[config.mk]
export PLATFORM = sky130hd
export DESIGN_NAME = cache_test_monitor
export DESIGN_NICKNAME = d
export VERILOG_FILES = /design/src/rtl/cache_test_monitor.sv
export SDC_FILE = /design/constraint.sdc
export NUM_CORES = 1
export LEC_CHECK = 0
export CAP_MARGIN = 20
export CELL_PAD_IN_SITES_DETAIL_PLACEMENT = 1
export CELL_PAD_IN_SITES_GLOBAL_PLACEMENT = 2
export CORE_MARGIN = 8
export CORE_UTILIZATION = 26
export DETAILED_ROUTE_END_ITERATION = 10
export PLACE_DENSITY_LB_ADDON = 0.12
export REMOVE_ABC_BUFFERS = 1
export SLEW_MARGIN = 20
export SYNTH_ARGS = -nofsm -noshare
export SYNTH_HDL_FRONTEND = slang
export SYNTH_SLANG_ARGS = --single-unit
[constraint.sdc]
create_clock -name clk -period 2.5 [get_ports clk]
set_clock_uncertainty 0.2 [all_clocks]
set_input_delay 0.5 -clock clk [delete_from_list [all_inputs] [get_ports clk]]
set_output_delay 0.5 -clock clk [all_outputs]
set_load 0.05 [all_outputs]
[src/rtl/cache_test_monitor.sv]
// Pass/fail monitor for NUM_CH cache self-test channels: first-failure capture, index tracking, stall watchdog.
// Optional order check enabled by defining CACHE_MON_SEQ_CHECK_EN; all outputs registered (latency 1).
module cache_test_monitor #(
  parameter int NUM_CH         = 2,
  parameter int INDEX_WIDTH    = 8,
  parameter int TIMEOUT_CYCLES = 100000,
  localparam int CH_W          = (NUM_CH > 1) ? $clog2(NUM_CH) : 1,
  localparam int WD_W          = $clog2(TIMEOUT_CYCLES + 1)
) (
  input  logic                          clk,
  input  logic                          reset,
  input  logic [NUM_CH-1:0]             round_finish,
  input  logic [NUM_CH-1:0]             replace_wrong,
  input  logic [NUM_CH-1:0]             cacheres_wrong,
  input  logic [NUM_CH*INDEX_WIDTH-1:0] test_index,
  output logic [NUM_CH-1:0]             ch_done,
  output logic                          done,
  output logic                          pass,
  output logic                          fail,
  output logic [2:0]                    fail_code,
  output logic [CH_W-1:0]               fail_ch,
  output logic [INDEX_WIDTH-1:0]        fail_index
);

  typedef enum logic [1:0] {
    S_RUN  = 2'd0,
    S_PASS = 2'd1,
    S_FAIL = 2'd2
  } state_e;

  localparam logic [2:0] CODE_NONE     = 3'd0;
  localparam logic [2:0] CODE_REPLACE  = 3'd1;
  localparam logic [2:0] CODE_CACHERES = 3'd2;
  localparam logic [2:0] CODE_TIMEOUT  = 3'd3;
`ifdef CACHE_MON_SEQ_CHECK_EN
  localparam logic [2:0] CODE_SEQ      = 3'd4;
`endif

  state_e                               state_q, state_d;
  logic [NUM_CH-1:0]                    ch_done_q, ch_done_d;
  logic [NUM_CH-1:0][INDEX_WIDTH-1:0]   exp_q, exp_d;
  logic [WD_W-1:0]                      wd_q, wd_d;
  logic [2:0]                           fail_code_q, fail_code_d;
  logic [CH_W-1:0]                      fail_ch_q, fail_ch_d;
  logic [INDEX_WIDTH-1:0]               fail_index_q, fail_index_d;

  always_comb begin
    logic [INDEX_WIDTH-1:0] idx;
    logic [2:0]             code;
    logic                   err_found;
    logic                   any_rf;

    state_d      = state_q;
    ch_done_d    = ch_done_q;
    exp_d        = exp_q;
    wd_d         = wd_q;
    fail_code_d  = fail_code_q;
    fail_ch_d    = fail_ch_q;
    fail_index_d = fail_index_q;
    idx          = '0;
    code         = CODE_NONE;
    err_found    = 1'b0;
    any_rf       = 1'b0;

    if (state_q == S_RUN) begin
      // Ascending scan so the lowest failing channel is the one captured.
      for (int c = 0; c < NUM_CH; c++) begin
        idx  = test_index[c*INDEX_WIDTH +: INDEX_WIDTH];
        code = CODE_NONE;
        if (!ch_done_q[c]) begin
          if (round_finish[c]) begin
            any_rf = 1'b1;
            if (idx == exp_q[c]) begin
              if (&idx) ch_done_d[c] = 1'b1;
              else      exp_d[c]     = exp_q[c] + INDEX_WIDTH'(1);
            end else begin
`ifdef CACHE_MON_SEQ_CHECK_EN
              code = CODE_SEQ;
`else
              if (&idx) ch_done_d[c] = 1'b1;
`endif
            end
          end else if (replace_wrong[c]) begin
            code = CODE_REPLACE;
          end else if (cacheres_wrong[c]) begin
            code = CODE_CACHERES;
          end
        end
        if (code != CODE_NONE && !err_found) begin
          err_found    = 1'b1;
          fail_code_d  = code;
          fail_ch_d    = CH_W'(c);
          fail_index_d = idx;
        end
      end

      if (any_rf)                      wd_d = '0;
      else if (wd_q != {WD_W{1'b1}})   wd_d = wd_q + WD_W'(1);

      // Channel errors take precedence over a coincident timeout, and any failure over pass.
      if (err_found) begin
        state_d = S_FAIL;
      end else if (!any_rf && wd_q == WD_W'(TIMEOUT_CYCLES - 1)) begin
        state_d      = S_FAIL;
        fail_code_d  = CODE_TIMEOUT;
        fail_ch_d    = '0;
        fail_index_d = '0;
      end else if (&ch_done_d) begin
        state_d = S_PASS;
      end
    end
  end

  always_ff @(posedge clk) begin
    if (reset) begin
      state_q      <= S_RUN;
      ch_done_q    <= '0;
      exp_q        <= '0;
      wd_q         <= '0;
      fail_code_q  <= CODE_NONE;
      fail_ch_q    <= '0;
      fail_index_q <= '0;
    end else begin
      state_q      <= state_d;
      ch_done_q    <= ch_done_d;
      exp_q        <= exp_d;
      wd_q         <= wd_d;
      fail_code_q  <= fail_code_d;
      fail_ch_q    <= fail_ch_d;
      fail_index_q <= fail_index_d;
    end
  end

  assign ch_done    = ch_done_q;
  assign pass       = (state_q == S_PASS);
  assign fail       = (state_q == S_FAIL);
  assign done       = pass | fail;
  assign fail_code  = fail_code_q;
  assign fail_ch    = fail_ch_q;
  assign fail_index = fail_index_q;

endmodule

==> impl_metrics.toml, run 1 <==
[layout]
utilization = 0.3964
layout_common_cells = "buf_4 (40), clkdlybuf4s50_1 (39), dfxtp_1 (31), nor2_1 (22), nand2_1 (15)"
syn2layout_area_growth_pct = 51.14
num_antenna_cells = 0
mostFrequentLayoutCell = "buf_4"
final_net_count = 333
drive_gt1_frac = 0.2204

[yosys]
synth_area_um2 = 1862
yosysTopAreaCell = "dfxtp_1"
yosys_warnings = 0
synth_cell_types = 46
synth-seq-area-share = 0.3548
synthTopCellsByArea = "dfxtp_1 (35%), nor2_1 (4.4%), a21oi_1 (3.8%)"
synth_top_area_share = 0.3548
ys_ff_latch = 33
avgSynthCellArea_um2 = 8.238
synth-edff-count = 0
synthArstFlopShare = 0
synth_ff_type = "dfxtp_1"
synthCells = 226

[floorplan]
start_util = 0.2623
ios = 41
chipWidth_um = 100.6
die_area_um2 = 10120
rows = 31
core_area_um2 = 7098
die_h_um = 100.6

[clock_tree]
clockRootBuffer = "clkbuf_8"
clock_sinks = 33
cts_tree = "built"
clk_latency_ns = 0.28
postCtsHoldBufs = 0
numCtsBuffers = 5
cts_buffer_depth = 2
cts-htree-levels = 2
clk_pin_slew_worst_paths_ns = 0.07

[hold_path]
hold_path.class = "flop to flop"

[setup_path]
endpoint_kind = "flop"
crit_required_ns = 2.49
crit_path_end = "fail_code[0]"
ff2ff_path_depth = 5
path_max_fanout = 3
r2r-end = "fail_code[0]"
r2r_setup_slack_ns = 0.03
arrival_ns = 2.47
crit_type = "flop to flop"
critPathLaunch = "wd_q[7]"
rr_startpoint = "wd_q[7]"
start_kind = "flop"

[global_route]
grtUsageTotal = 0.1389
grt-ovfl-total = 0
grt_max_degree = 17
grt_pass1_vias = 2215
antenna_found_initial = 0
grt_pass1_wl_um = 11100

[run]
cap_violations = 0

[power_and_ir_drop]
ir_drop_mv = 0.2451
p_sw_uw = 452.9
cell_internal_pwr_uw = 952.6
clkPwrFrac = 0.295
leakagePower_uw = 0.0009885
power.share.sequential = 0.409
swShare = 0.3222
powerDensity_nw_per_um2 = 499.5
comb_power_share = 0.296

[timing]
rsz0062_at_grt = "false"
timing.final.crit_share = 0.9899
finalMaxSlewViolations = 0
setup_viol = 0
hold_violations = 0
max_freq_ghz = 0.4041
maxSlewHeadroom = 0.6544
layout_min_cycle_time_ns = 2.475
tightestPinTransition_ns = 0.5168
setup_slack_ns = 0.02514

[placed_design]
dpl.hpwl_um = 5259
dp_slack_ns = -0.2183
routabilityCongestion = 0.7298
port_buffers = 40

[routing]
avgRoutedWirePerCell_um = 16.90
wl_um = 6809
drc = 0
drtIter0Drc = 41
viasPerCell = 5.047
firstDrtPassIters = 4
drtAntennaViolNets = 0
vias = 2034

[status]
outcome = "finished clean"
## repair_timing
item,CTS,global route
endpoints found under the setup margin,10,10
buffers inserted,1,3
pin swaps,2,6
gates resized for setup,5,12
## worst min path at each step
stage	from	to	slack, ns	cells past startpoint
global placement	fail_code[2]	fail_code[2]	0.23	2
floorplan	wd_q[14]	wd_q[14]	0.25	2
detailed placement	fail_code[2]	fail_code[2]	0.23	2
CTS	fail_code[2]	fail_code[2]	0.24	2
finish	fail_code[2]	fail_code[2]	0.23	2
global route	fail_code[2]	fail_code[2]	0.27	2
## power groups by stage
stage / registers, µW / logic, µW / clock network, µW
2_1_floorplan: 655 / 145 / 0
3_3_place_gp: 585 / 396 / 0
3_5_place_dp: 586 / 399 / 0
4_1_cts: 574 / 405 / 433
5_1_grt: 578 / 445 / 452
6_report: 575 / 416 / 414
## per-layer routing
layer	share of wire	GRT usage	wire, µm	vias to the layer above
li1	-	-	-	1022
met1	0.45	0.1559	3097	977
met2	0.50	0.2573	3436	30
met3	0.029	0.02486	200	5
met4	0.011	0.04186	75	0
met5	0	0	0	-
## stage by stage
| step | power [µW] | std cells | instance area [µm²] | setup TNS [ns] | hold slack (ns) |
|---|---|---|---|---|---|
| after floorplan | 800.4 | 215 | 1821 | -2.994 | 0.2542 |
| after global placement | 981.9 | 392 | 2628 | -1.970 | 0.2291 |
| after detailed placement | 984.9 | 392 | 2628 | -2.264 | 0.2306 |
| after CTS | 1412 | 400 | 2738 | 0 | 0.2404 |
| after global routing | 1474 | 403 | 2814 | 0 | 0.2674 |
| final | 1405 | 403 | 2814 | 0 | 0.2343 |
## cell usage after synthesis, types with 2 or more instances
library cell and count:
a211oi_1 9, a21oi_1 14, a311oi_1 2, a31oi_1 2, a32oi_1 2, and2_1 3, and3_1 11, clkbuf_1 10
dfxtp_1 33, ha_1 5, inv_1 5, nand2_1 15, nand2b_1 10, nand3_1 7, nand4_1 9, nor2_1 22
nor2b_1 4, nor3_1 2, o21ai_0 8, o311ai_0 2, o31ai_1 7, o32ai_1 8, or2_2 3, or3_1 6
or4_1 5, or4b_1 2
## final cells by class
| type | count | area, µm² |
|---|---|---|
| Clock buffer | 7 | 86.33 |
| Fill cell | 857 | 4284 |
| Inverter | 5 | 18.77 |
| Multi-Input combinational cell | 177 | 1197 |
| Sequential cell | 33 | 663.1 |
| Tap cell | 99 | 123.9 |
| Timing Repair Buffer | 82 | 724.4 |
## sequential cells by signal, indices dropped and copies added (netlist names)
signal and count:
fail_ch 1, fail_index 8, fail_code 3, state_q 2, wd_q 17, ch_done 2
## kinds of logic after synthesis
| group | synth area share |
|---|---|
| compound gates | 0.2561 |
| xor+xnor | 0.009410 |
| fa+ha+maj | 0.03360 |
| buf+inv | 0.03226 |
| flops | 0.3548 |
| simple gates | 0.3138 |
## worst max-delay path: stages (launching register included)
cell and delay [ns]:
dfxtp_1 0.40, buf_4 0.14, or4b_1 0.46, or4_4 0.54, o41a_1 0.44, a311oi_1 0.22
No activity file was read; power rests on OpenSTA's default activity.
==> inputs of run 2 (changes only) <==
--- a/config.mk
+++ b/config.mk
@@ -5,7 +5,6 @@
 export SDC_FILE = /design/constraint.sdc
 export NUM_CORES = 1
 export LEC_CHECK = 0
-export CAP_MARGIN = 20
 export CELL_PAD_IN_SITES_DETAIL_PLACEMENT = 1
 export CELL_PAD_IN_SITES_GLOBAL_PLACEMENT = 2
 export CORE_MARGIN = 8
==> results of run 2 <==
Same layout as run 1: the final DEF is identical, and so are final timing and power.
